==> config.mk <==
export PLATFORM = sky130hd
export DESIGN_NAME = wave_gen_multi
export DESIGN_NICKNAME = d
export VERILOG_FILES = /design/src/rtl/wave_gen_multi.sv
export SDC_FILE = /design/constraint.sdc
export NUM_CORES = 1
export LEC_CHECK = 0
export ABC_AREA = 1
export BUFFER_PORTS_ARGS = -buffer_cell sky130_fd_sc_hd__buf_2
export CAP_MARGIN = 20
export CORE_MARGIN = 3
export CORE_UTILIZATION = 35
export CTS_CLUSTER_DIAMETER = 30
export DETAILED_ROUTE_END_ITERATION = 8
export PLACE_DENSITY_LB_ADDON = 0.3
export SLEW_MARGIN = 30
export SYNTH_ARGS = -nofsm -noshare
export SYNTH_HDL_FRONTEND = slang
export SYNTH_SLANG_ARGS = --single-unit
==> constraint.sdc <==
create_clock -name clk -period 2.36 [get_ports clk]
set_clock_uncertainty 0.2 [all_clocks]
set_input_delay 0.354 -clock clk [delete_from_list [all_inputs] [get_ports clk]]
set_output_delay 0.354 -clock clk [all_outputs]
set_load 0.02 [all_outputs]
==> src/rtl/wave_gen_multi.sv <==
// wave_gen_multi: saw/reverse-saw/triangle/square generator with prescaler; WAVEGEN_PHASE_OFS_EN adds a phase_ofs input
module wave_gen_multi #(
  parameter int WIDTH = 8,
  parameter int DIV_W = 16
) (
  input  logic             clk,
  input  logic             reset,
  input  logic             en,
  input  logic             load,
  input  logic [1:0]       mode,
  input  logic [WIDTH-1:0] step,
  input  logic [WIDTH-1:0] duty,
  input  logic [DIV_W-1:0] div,
`ifdef WAVEGEN_PHASE_OFS_EN
  input  logic [WIDTH-1:0] phase_ofs,
`endif
  output logic [WIDTH-1:0] wave_out,
  output logic             period_tick,
  output logic             dir_down
);
  localparam logic [WIDTH-1:0] MAX = {WIDTH{1'b1}};
  logic [1:0] mode_r;
  logic [WIDTH-1:0] step_r, duty_r, phase, tri_v, phase_nx, tri_nx, ph_o, sample;
  logic [DIV_W-1:0] div_r, presc;
  logic tick, carry, dir_nx, tri_zero, mode_chg, pend, wrap_d;
`ifdef WAVEGEN_PHASE_OFS_EN
  logic [WIDTH-1:0] ofs_r;
  always_ff @(posedge clk or posedge reset)
    if (reset) ofs_r <= '0;
    else if (load) ofs_r <= phase_ofs;
`endif
  always_comb begin
    tick = en && presc == div_r;
    mode_chg = load && mode != mode_r;
    {carry, phase_nx} = {1'b0, phase} + {1'b0, step_r};
    tri_nx = dir_down ? (tri_v < step_r ? '0 : tri_v - step_r)
                      : (tri_v > MAX - step_r ? MAX : tri_v + step_r);
    dir_nx = dir_down ? !(tri_v < step_r) : (tri_v > MAX - step_r);
    tri_zero = dir_down && tri_v != '0 && tri_v <= step_r;
`ifdef WAVEGEN_PHASE_OFS_EN
    ph_o = phase + ofs_r;
`else
    ph_o = phase;
`endif
    sample = mode_r == 2'd0 ? ph_o :
             mode_r == 2'd1 ? ~ph_o :
             mode_r == 2'd2 ? tri_v :
             (ph_o < duty_r ? MAX : '0);
  end
  // pend/wrap_d carry a tick's result to the following cycle's output update
  always_ff @(posedge clk or posedge reset) begin
    if (reset) begin
      mode_r      <= '0;
      step_r      <= WIDTH'(1);
      duty_r      <= MAX ^ (MAX >> 1);
      div_r       <= '0;
      phase       <= '0;
      tri_v       <= '0;
      dir_down    <= 1'b0;
      presc       <= '0;
      pend        <= 1'b0;
      wrap_d      <= 1'b0;
      wave_out    <= '0;
      period_tick <= 1'b0;
    end else begin
      if (load) begin
        mode_r <= mode;
        step_r <= step;
        duty_r <= duty;
        div_r  <= div;
      end
      if (mode_chg) begin
        phase    <= '0;
        tri_v    <= '0;
        dir_down <= 1'b0;
        presc    <= '0;
        pend     <= 1'b0;
        wrap_d   <= 1'b0;
      end else if (en) begin
        presc  <= tick ? '0 : presc + 1'b1;
        pend   <= tick;
        wrap_d <= mode_r == 2'd2 ? tri_zero : carry;
        if (tick) phase <= phase_nx;
        if (tick && mode_r == 2'd2) begin
          tri_v    <= tri_nx;
          dir_down <= dir_nx;
        end
      end
      if (en && pend) wave_out <= sample;
      period_tick <= en && pend && wrap_d;
    end
  end
endmodule

==> metrics.txt <==
Leak=3.38 nW; sequential area share after synthesis=35.3%; Yosys top cell area share=34.4%; HPWL after DPL=11400 um; Post-DRT Antenna Nets=0; clock share of power=38.9%; largest net degree at the start of global routing=45; CP Capture Type=flip-flop; synthesized area=0.00554 mm^2; Routed WL=14600 um; Total Die Area=0.0174 mm^2; share of post-route cells with drive strength above 1=15.1%; Crit path top cell by count=nand2_1; die height=132 um; # nets final=916; crit path max fanout=6; Crit path largest cell delay=0.53 ns; die span in x=132 um; core area=0.0153 mm^2; sw frac=29.7%; synthesized flop and latch total=78; TritonCTS buffer count=9; Post-synth top flop=dfrtp_1; EDFF count, synth=0; final worst path period need=2.25 ns; Slew @ Worst Pin=0.559 ns; Synthesis Warnings=0; vias in the first global route=4833; Max Fclk=444 MHz; synth top area cells=dfrtp_1 34%, nand2_1 17%, ha_1 7.5%, inv_1 6.8%, o21ai_0 4.9%; vias per std cell=4.79; worst hold endpoint=div_r[5]; via count=5069; clock slew at reported path FFs=0.06 ns; Largest delay share family, worst path=simple AND/OR/NAND/NOR gates; Placement Cell Area=0.00607 mm^2; Sequential Power Share=43.6%; design area=0.00637 mm^2; Worst setup SP type=flip-flop; Slew HR=62.6%; H-tree Lvls=3; pwr/cell area=522 mW/mm^2; net switching power=0.990 mW; Pint=2.34 mW; TritonRoute pass-1 iters=5; CTS root buffer=clkbuf_16; Post-Syn Nets=861; maxcap violations=0; Worst EP arrival=2.29 ns; DR iter-0 viols=328; drt wl/cell=13.8 um; WP buf/inv=2; most frequent cells after synthesis=258 x nand2_1, 100 x inv_1, 76 x dfrtp_1; final period utilization=95.3%; Buffers on Ports=47; P&R area growth vs syn=15.1%; Setup-failing EPs final=0; Hold Startpoint=div[5]; drt drc=0; RSZ-0062 raised after global routing=no; most common cell in the netlist=nand2_1; peak supply drop=0.000393 V; clk_lat worst skew=0.35 ns; initial antenna violation count=0; Fin. Hold Viols=0; gr ovfl total=0; I/O Pins=48; Setup CP Type=reg2reg; clock sink count=78; Crit Reg-Reg Startpoint=step_r[0]; # rows=45; Final Max Tran Viols=0; r2r setup slk=0.11 ns; post-route setup TNS=0 ns; Final Wtd Congestion=0.900; Initial Utilization=36.2%; Hold WC Path Type=in2reg; post-synthesis average cell area=7.04 um^2; status=complete, no violations; Worst path slowest cell=dfstp_2; CTS tree=built; top cell type by total area after synthesis=dfrtp_1; CTS Buffer Depth=2; first-pass GRT wire length=24300 um; Critical R2R Capture=tri_v[1]; Tot GR Track Use=17.2%; asr flop ratio synth=100%; crit path cell chain=ha_2, inv_2, fa_2, nand3_2, nand2_2, nand2_1, nand3_2, buf_4, nand2_1, nand2_1, nand4_1, nand2_1; post-synth cell types=43; Critical Path RT=2.40 ns; reg2reg path depth=12; Worst Hold Path Cells=3; Comb power frac=17.5%; cell count after synthesis=787; antenna cells=0
## cell families after synthesis
group | synth area share, %
and+or+nand+nor | 33.3
buffers and inverters | 9.94
AOI/OAI and AO/OA | 8.59
DFF | 35.3
adders and majority gates | 8.54
xor gates and xnor gates | 3.93
muxes | 0.407
## worst max path at each step
stage | startpoint | endpoint | slack [ns] | depth (start not counted)
3_3_place_gp | step_r[0] | tri_v[3] | 0.11 | 11
5_1_grt | step_r[0] | tri_v[4] | 0.01 | 11
2_1_floorplan | step_r[0] | tri_v[3] | 0.19 | 11
6_report | step_r[0] | tri_v[1] | 0.11 | 12
3_5_place_dp | step_r[0] | tri_v[6] | 0.06 | 11
4_1_cts | step_r[0] | tri_v[6] | 0.04 | 11
## flip-flops by register name, indices dropped and copies added (netlist names)
signal,flops
pend,1
div_r,16
ph_o,8
presc,16
dir_down,1
wrap_d,1
wave_out,8
mode_r,2
duty_r,8
period_tick,1
step_r,8
tri_v,8
## power groups by stage
stage          Combinational (mW)  Clock, mW  Sequential (mW)
2_1_floorplan               0.410          0             1.46
3_3_place_gp                0.575          0             1.47
3_5_place_dp                0.576          0             1.48
4_1_cts                     0.580       1.32             1.45
5_1_grt                     0.671       1.36             1.46
6_report                    0.583       1.29             1.45
## per-layer routing
layer	wire, um	vias up	GRT usage, %
met4	339	0	6.59
met3	708	18	3.24
met5	0	-	0
met1	7080	2314	23.6
li1	-	2610	-
met2	6480	127	27.0
## worst reg2reg max path, delay by kind of cell, from the launching register on
family        cells  cell delay, ns
flops             1            0.53
fa+ha+maj         2            0.55
buf+inv           2            0.24
simple gates      8            0.63
## repair_timing
action | 4_1_cts | 5_1_grt
setup buffers | 0 | 1
setup endpoints to repair | 0 | 9
hold buffers | 1 | 0
resized for setup | 0 | 9
endpoints found under the hold margin | 12 | 0
## cell type report
| cell class | count | area (um^2) |
|---|---|---|
| timing repair buffer | 67 | 400 |
| clock inverter | 4 | 22.5 |
| tap | 211 | 264 |
| sequential | 78 | 1950 |
| inverter | 113 | 428 |
| multi-input combinational | 573 | 3060 |
| fill | 1660 | 8940 |
| clock buffer | 12 | 246 |
## layout by cell type, fill, tap and decap left out, drive strengths merged, types with 2 or more instances in the layout
cell type | Yosys | layout
nand2 | 265 | 265
inv | 112 | 111
dfrtp | 76 | 76
buf | 11 | 66
nor2 | 64 | 64
o21ai | 61 | 61
nand3 | 47 | 47
ha | 33 | 33
nand4 | 29 | 29
a21oi | 20 | 20
xor2 | 18 | 18
clkbuf | 12 | 12
nor3 | 9 | 9
xnor2 | 6 | 6
clkinv | 1 | 4
o21bai | 3 | 3
fa | 3 | 3
a211oi | 2 | 2
mux2 | 2 | 2
clkinvlp | 0 | 2
and2 | 2 | 2
nand3b | 2 | 2
o211ai | 2 | 2
dfstp | 2 | 2
## through the flow
| step | total power, mW | hold WS, ns | setup WS, ns | utilization [%] | cells |
|---|---|---|---|---|---|
| 2_1_floorplan | 1.87 | 0.249 | 0.186 | - | 787 |
| 3_3_place_gp | 2.05 | 0.167 | 0.112 | 39.6 | 1041 |
| 3_5_place_dp | 2.05 | 0.173 | 0.0636 | 39.6 | 1041 |
| 4_1_cts | 3.35 | 0.00195 | 0.0384 | 41.4 | 1058 |
| 5_1_grt | 3.49 | 0.00765 | 0.0117 | 41.6 | 1058 |
| 6_report | 3.33 | 0.00844 | 0.110 | 41.6 | 1058 |
No activity file was read; power rests on OpenSTA's default activity.
